===== config.mk =====
export PLATFORM = sky130hd
export DESIGN_NAME = moldudp64_header_parser
export DESIGN_NICKNAME = d
export VERILOG_FILES = /design/src/rtl/moldudp64_header_parser.sv
export SDC_FILE = /design/constraint.sdc
export NUM_CORES = 1
export LEC_CHECK = 0
export CORE_MARGIN = 8
export CORE_UTILIZATION = 35
export CTS_CLUSTER_DIAMETER = 120
export DETAILED_ROUTE_END_ITERATION = 8
export GPL_ROUTABILITY_DRIVEN = 0
export PLACE_DENSITY = 0.66
export SLEW_MARGIN = 30
export SYNTH_ARGS = -nofsm -noshare
export SYNTH_HDL_FRONTEND = slang
export SYNTH_SLANG_ARGS = --single-unit

===== constraint.sdc =====
create_clock -name clk -period 6.12 [get_ports clk]
set_clock_uncertainty 0.1 [all_clocks]
set_input_delay 1.224 -clock clk [delete_from_list [all_inputs] [get_ports clk]]
set_output_delay 1.224 -clock clk [all_outputs]
set_load 0.1 [all_outputs]

===== src/rtl/moldudp64_header_parser.sv =====
// MoldUDP64 header parser: strips the 20-byte header, decodes session/sequence/count and forwards the message block.
// Define MOLD_SEQ_CHECK_EN to enable sequence tracking (gap and duplicate detection).
module moldudp64_header_parser #(
    parameter int AXI_DATA_W = 64,
    parameter int AXI_KEEP_W = AXI_DATA_W / 8,
    parameter int SID_W      = 80,
    parameter int SEQ_W      = 64,
    parameter int CNT_W      = 16
) (
    input  logic                  clk,
    input  logic                  nreset,
    input  logic                  valid_i,
    input  logic [AXI_DATA_W-1:0] data_i,
    input  logic [AXI_KEEP_W-1:0] keep_i,
    input  logic                  last_i,
    output logic                  valid_o,
    output logic [AXI_DATA_W-1:0] data_o,
    output logic [AXI_KEEP_W-1:0] keep_o,
    output logic                  init_v_o,
    output logic                  last_o,
    output logic                  hdr_v_o,
    output logic [SID_W-1:0]      sid_o,
    output logic [SEQ_W-1:0]      seq_o,
    output logic [CNT_W-1:0]      msg_cnt_o,
    output logic                  heartbeat_o,
    output logic                  eos_o,
    output logic                  trunc_o,
    output logic                  gap_v_o,
    output logic [SEQ_W-1:0]      gap_seq_o,
    output logic [SEQ_W-1:0]      gap_cnt_o,
    output logic                  dup_o
);

    typedef enum logic [2:0] {H0, H1, H2, FWD, DROP} state_t;

    localparam logic [AXI_KEEP_W-1:0] HDR_KEEP = AXI_KEEP_W'(15);

    // Byte 0 of the beat is the first byte on the wire, i.e. the most significant of a big-endian field.
    function automatic logic [63:0] to_be64(input logic [63:0] d);
        logic [63:0] r;
        for (int i = 0; i < 8; i++) r[63-8*i -: 8] = d[8*i +: 8];
        return r;
    endfunction

    state_t        state_q;
    logic [63:0]   sid_hi_q;
    logic [15:0]   sid_lo_q;
    logic [47:0]   seq_hi_q;
    logic [63:0]   beat_be;
    logic [SID_W-1:0] new_sid;
    logic [SEQ_W-1:0] new_seq;
    logic [CNT_W-1:0] new_cnt;
    logic          hb;
    logic          eos;
    logic          hdr_done;
    logic          accept;

    assign beat_be  = to_be64(data_i);
    assign new_sid  = {sid_hi_q, sid_lo_q};
    assign new_seq  = {seq_hi_q, beat_be[63:48]};
    assign new_cnt  = beat_be[47:32];
    assign hb       = (new_cnt == '0);
    assign eos      = (new_cnt == '1);
    assign hdr_done = valid_i && (state_q == H2) && !(last_i && (keep_i < HDR_KEEP));

    // Header capture registers carry data only and need no reset.
    always_ff @(posedge clk) begin
        if (valid_i) begin
            case (state_q)
                H0: sid_hi_q <= beat_be;
                H1: begin
                    sid_lo_q <= beat_be[63:48];
                    seq_hi_q <= beat_be[47:0];
                end
                default: ;
            endcase
        end
    end

`ifdef MOLD_SEQ_CHECK_EN
    logic [SEQ_W-1:0] exp_seq_q;
    logic [SEQ_W-1:0] exp_seq_d;
    logic             sync_q;
    logic             sync_d;
    logic             tracked;
    logic             gap;
    logic             dup;

    always_comb begin
        accept    = 1'b1;
        gap       = 1'b0;
        dup       = 1'b0;
        exp_seq_d = exp_seq_q;
        sync_d    = sync_q;
        tracked   = sync_q && (new_sid == sid_o);
        if (hb) begin
            if (tracked && (new_seq > exp_seq_q)) begin
                gap       = 1'b1;
                exp_seq_d = new_seq;
            end
        end else if (!eos) begin
            if (!tracked) begin
                exp_seq_d = new_seq + SEQ_W'(new_cnt);
                sync_d    = 1'b1;
            end else if (new_seq < exp_seq_q) begin
                accept = 1'b0;
                dup    = 1'b1;
            end else begin
                gap       = (new_seq > exp_seq_q);
                exp_seq_d = new_seq + SEQ_W'(new_cnt);
            end
        end
    end

    always_ff @(posedge clk or negedge nreset) begin
        if (!nreset) begin
            exp_seq_q <= '0;
            sync_q    <= 1'b0;
            gap_v_o   <= 1'b0;
            gap_seq_o <= '0;
            gap_cnt_o <= '0;
            dup_o     <= 1'b0;
        end else begin
            gap_v_o <= 1'b0;
            dup_o   <= 1'b0;
            if (hdr_done) begin
                exp_seq_q <= exp_seq_d;
                sync_q    <= sync_d;
                gap_v_o   <= gap;
                dup_o     <= dup;
                if (gap) begin
                    gap_seq_o <= exp_seq_q;
                    gap_cnt_o <= new_seq - exp_seq_q;
                end
            end
        end
    end
`else
    assign accept    = 1'b1;
    assign gap_v_o   = 1'b0;
    assign gap_seq_o = '0;
    assign gap_cnt_o = '0;
    assign dup_o     = 1'b0;
`endif

    always_ff @(posedge clk or negedge nreset) begin
        if (!nreset) begin
            state_q     <= H0;
            valid_o     <= 1'b0;
            data_o      <= '0;
            keep_o      <= '0;
            init_v_o    <= 1'b0;
            last_o      <= 1'b0;
            hdr_v_o     <= 1'b0;
            sid_o       <= '0;
            seq_o       <= '0;
            msg_cnt_o   <= '0;
            heartbeat_o <= 1'b0;
            eos_o       <= 1'b0;
            trunc_o     <= 1'b0;
        end else begin
            valid_o     <= 1'b0;
            init_v_o    <= 1'b0;
            last_o      <= 1'b0;
            hdr_v_o     <= 1'b0;
            heartbeat_o <= 1'b0;
            eos_o       <= 1'b0;
            trunc_o     <= 1'b0;
            if (valid_i) begin
                case (state_q)
                    H0: begin
                        if (last_i) trunc_o <= 1'b1;
                        else        state_q <= H1;
                    end
                    H1: begin
                        trunc_o <= last_i;
                        state_q <= last_i ? H0 : H2;
                    end
                    H2: begin
                        if (!hdr_done) begin
                            trunc_o <= 1'b1;
                            state_q <= H0;
                        end else begin
                            hdr_v_o     <= 1'b1;
                            sid_o       <= new_sid;
                            seq_o       <= new_seq;
                            msg_cnt_o   <= new_cnt;
                            heartbeat_o <= hb;
                            eos_o       <= eos;
                            // The message block begins at byte 4 of this beat.
                            if (!hb && !eos && accept) begin
                                valid_o  <= 1'b1;
                                init_v_o <= 1'b1;
                                last_o   <= last_i;
                                data_o   <= data_i;
                                keep_o   <= keep_i;
                                state_q  <= last_i ? H0 : FWD;
                            end else begin
                                state_q  <= last_i ? H0 : DROP;
                            end
                        end
                    end
                    FWD: begin
                        valid_o <= 1'b1;
                        last_o  <= last_i;
                        data_o  <= data_i;
                        keep_o  <= keep_i;
                        if (last_i) state_q <= H0;
                    end
                    DROP: begin
                        if (last_i) state_q <= H0;
                    end
                    default: state_q <= H0;
                endcase
            end
        end
    end

endmodule


; Yosys cells after proc, flatten, opt, wreduce, memory -nomap -nowiden
; Cells that the tools add are included.
[totals]
regBits = 370
latchBits = 0
ramBits = 0
mem_bits_ro = 0
out_inout_bits = 369
wordCells = 79
n_memories = 0
[classes]
add_sub_neg = 0
mul = 0
n_div = 0
n_lt_le_gt_ge = 1
n_eq_ne = 9
shift = 0
muxes = 37
bitwise_logic = 0
n_reduce_logical = 16
[op_table]
columns = op, count
row1 = two-way mux 64 bit, 2
row2 = one-hot mux 64 bit (2 select lines), 1
row3 = two-way mux 1 bit, 20
row4 = equality test 16 bit (second input constant), 1
row5 = logical NOT 16 bit, 1
row6 = two-way mux 8 bit, 2
row7 = one-hot mux 8 bit (2 select lines), 1
row8 = two-way mux 3 bit, 5
row9 = one-hot mux 3 bit (4 select lines), 1
row10 = < comparator 8 x 4 -> 1 bit (second input constant), 1
row11 = equality test 3 x 2 -> 1 bit (second input constant), 2
row12 = AND reduction 3 bit, 2
row13 = logical AND 1 bit, 4
row14 = two-way mux 2 bit, 2
row15 = inequality test 2 x 1 -> 1 bit (second input constant), 2
row16 = inequality test 2 bit (second input constant), 2
row17 = one-hot mux 1 bit (2 select lines), 2
row18 = AND reduction 2 bit, 2
row19 = AND reduction 4 bit, 1
row20 = equality test 3 x 1 -> 1 bit (second input constant), 1
row21 = equality test 3 bit (second input constant), 1
row22 = logical NOT 1 bit, 3
row23 = logical NOT 3 bit, 1
row24 = one-hot mux 1 bit (3 select lines), 1
row25 = other kinds (2), 2

; Logic depth before layout (Yosys ltp)
[depth]
ltp_word = 7
depth_mapped = 8
depth_no_buf = 5

; Worst setup path after synthesis
; OpenSTA, ideal clock, no wires.
[synth_timing]
path_kind = input to register
start = in valid_i
end = reg seq_hi_q[0], enable pin
arrival_time_ns = 5.656
t_required_ns = 5.455
setup_slack_ns = -0.201
stages = 2
n_path_buf = 0
cell_sequence = nand2b_2 nor3_1
[synth_via]
elab_chain_cells = 1
[synth_lines]
columns = item, line
row1 = "start, declared", 12  ; input logic valid_i,
row2 = AND reduction 2 bit (no source line), -
row3 = "end signal, assigned", 73  ; seq_hi_q <= beat_be[47:0];
row4 = "end, declared", 48  ; logic [47:0] seq_hi_q;
; No other way between the ends.
; A chain may end at the register's enable or synchronous reset.

; Worst setup path after layout
[layout_timing]
start = in valid_i
end = reg seq_o[25]
[layout_via]
elab_chain_cells = 3
[layout_lines]
columns = item, line
row1 = logical AND 1 bit (2 in series), 64  ; assign hdr_done = valid_i && (state_q == H2) && !(last_i && (keep_i < HDR_KEEP));
row2 = AND reduction 3 bit (no source line) *, -
row3 = "end signal, assigned", 186  ; seq_o <= new_seq;
row4 = "end, declared", 23  ; output logic [SEQ_W-1:0] seq_o,
; Mark *: on every way between the ends. The rest lies on a longest branch, timed or not.

==> results.yml <==
timing:
  setup_viol: 0
  fmax_mhz: 282
  worst_pin_slew_ns: 1.05
  hold_viol: 0
  period_share: 0.580
  finalCriticalPeriod_ns: 3.55
  drv_slew: 0
  rsz0062_at_grt: "no"
  fin_ws_ns: 2.57
  tns_ns: 0
  slew_headroom: 0.299
floorplan:
  die-area_um2: 46600
  start_util: 0.353
  die_w_um: 216
  std_cell_rows: 73
  die_h_um: 216
  core_um2: 39500
  io_pins: 445
place:
  pre_cts_slack_ns: 1.98
  portBuffers: 314
  dpl-instance-area_um2: 17100
  place.detailed.instances: 1626
  dpl.hpwl_um: 23200
clock_tree:
  htreeDepth: 2
  cts_made_buffers: 41
  cts_resized: 0
  insertion_delay_ns: 0.55
  cts_root_buffer: "clkbuf_16"
  cts_max_path_buffers: 3
  clock-sinks: 370
  hold_buffers: 0
  clkTransAtPathRegs_ns: 0.06
  cts_setup_buffers: 0
  cts_tree: "done"
layout:
  drive_gt1_frac: 0.287
  nNetsFinal: 1220
  final_cells: 1702
  syn2layout_area_growth_pct: 31.9
  fin_area_um2: 18400
  fillers: 3434
logic_synthesis:
  synth_seq_area_share: 0.709
  synthDistinctLibCells: 31
  async_flop_share: 0.654
  syn_inst: 803
  yosysWarnings: 0
  ys_seq_elements: 370
  netlist_area_um2: 14000
  synth-edff-count: 128
  ys_dominant_reg_cell: "dfrtp_1"
  syn_avg_cell_area_um2: 17.4
worst_setup_path:
  path_class: "input port to register"
  worst_ep_arrival_time_ns: 3.86
  worst_r2r_endpoint: "seq_o[25]$_DFFE_PN0P_"
  crit_required_ns: 6.43
  r2r-start: "state_q[2]$_DFFE_PN0P_"
  reg2regPathDepth: 6
  critPathLaunch: "valid_i"
  endpoint: "seq_o[25]$_DFFE_PN0P_"
  reg2reg_setup_slack_ns: 3.33
  path_max_fanout: 91
  critPathLaunchType: "input port"
  end_kind: "register"
drt:
  maxUsedRoutingLayer: "met5"
  dr.pass1.iters: 4
  drc: 0
  ant_nets: 0
  wl_met3_um: 2940
  routed_via_density: 4.36
  vias: 7421
  drtIter0Drc: 268
  drt-total-wl_um: 33400
  met1_length_um: 13200
  wl_met2_um: 16500
  wl_per_cell_um: 19.7
global_routing:
  grt_pass1_wl_um: 51300
  grt_max_degree: 123
  grt_pass1_vias: 8189
  antenna_found_initial: 2
  grt_use_total: 0.141
  global_route.overflow_total: 0
run:
  max_cap_violations: 0
hold_path:
  hold_class: "register to register"
  min-delay-start: "seq_hi_q[44]$_DFFE_PP_"
run_status:
  outcome: "complete, no violations"
logic make-up after synthesis:
family,after synthesis,share of synthesized area
buf+inv,159,0.0848
compound gates,10,0.00609
simple gates,30,0.0125
mux,233,0.188
other cells,1,0.000268
flops,370,0.709
flip-flops by register name (all words and copies together) (netlist names):
name / cells
trunc_o: 1
state_q: 3
heartbeat_o: 1
keep_o: 8
hdr_v_o: 1
msg_cnt_o: 16
last_o: 1
seq_hi_q: 48
seq_o: 64
init_v_o: 1
data_o: 64
valid_o: 1
sid_lo_q: 16
sid_hi_q: 64
eos_o: 1
sid_o: 80
per-stage QoR:
stage,utilization,hold WS [ns]
2_1_floorplan,-,0.354
3_3_place_gp,0.435,0.355
3_5_place_dp,0.433,0.361
4_1_cts,0.467,0.375
5_1_grt,0.466,0.386
6_report,0.466,0.370
synth_stat cells (2+ instances only):
| cell | number | area share |
|---|---|---|
| and3_1 | 2 | 0.00090 |
| buf_2 | 8 | 0.0029 |
| buf_4 | 140 | 0.075 |
| buf_6 | 7 | 0.0056 |
| dfrtp_1 | 242 | 0.43 |
| edfxtp_1 | 128 | 0.28 |
| inv_1 | 3 | 0.00081 |
| mux2_1 | 4 | 0.0032 |
| mux2_2 | 228 | 0.18 |
| nand2_1 | 2 | 0.00054 |
| nand4_1 | 6 | 0.0027 |
| nor2_1 | 5 | 0.0013 |
| nor3_1 | 3 | 0.0011 |
| nor4_1 | 6 | 0.0027 |
| o21ai_0 | 2 | 0.00072 |
| o31ai_1 | 2 | 0.0011 |
worst min path at each step:
stage          depth (start not counted)                    end  slack, ns
2_1_floorplan                          1  seq_o[34]$_DFFE_PN0P_       0.35
3_3_place_gp                           1  sid_o[36]$_DFFE_PN0P_       0.36
3_5_place_dp                           1  seq_o[48]$_DFFE_PN0P_       0.36
4_1_cts                                1  seq_o[60]$_DFFE_PN0P_       0.38
5_1_grt                                1   sid_o[5]$_DFFE_PN0P_       0.39
6_report                               1  seq_o[60]$_DFFE_PN0P_       0.37
worst max-delay path, cell delays in order:
cell and delay, ns:
clkdlybuf4s50_1 0.60, nand2b_2 0.14, nor2_1 0.23, nand3_2 0.17, inv_6 0.63, buf_4 0.42, mux2_2 0.37
cells in the final DEF (no fill, tap or decap), types with 5 or more instances in the layout:
| cell | instances |
|---|---|
| clkdlybuf4s50_1 | 285 |
| dfrtp_1 | 242 |
| mux2_2 | 228 |
| conb_1 | 130 |
| edfxtp_1 | 128 |
| clkbuf_16 | 42 |
| buf_2 | 27 |
| clkinv_2 | 9 |
| buf_4 | 9 |
| clkbuf_1 | 7 |
| nor4_1 | 6 |
| nand4_1 | 6 |
| nor2_1 | 5 |
| bufinv_16 | 5 |
| clkinv_1 | 5 |
per-layer routing:
layer / global-route usage / vias to the layer above
met2: 0.230 / 265
met5: 0 / -
met1: 0.168 / 3817
met3: 0.0579 / 47
met4: 0.0409 / 2
li1: - / 3290
layout make-up:
type	count	area, µm²	share of cell area
Sequential cell	370	9900	0.537
Multi-Input combinational cell	403	3380	0.183
Timing Repair Buffer	325	3110	0.169
Clock buffer	51	1100	0.0600
Tap cell	525	657	0.0357
Clock inverter	24	256	0.0139
Inverter	3	16.3	0.000883
Antenna cell	1	2.50	0.000136
Power is not shown: default switching activity piles up to over one toggle a cycle in this logic, so the estimate is an artifact.
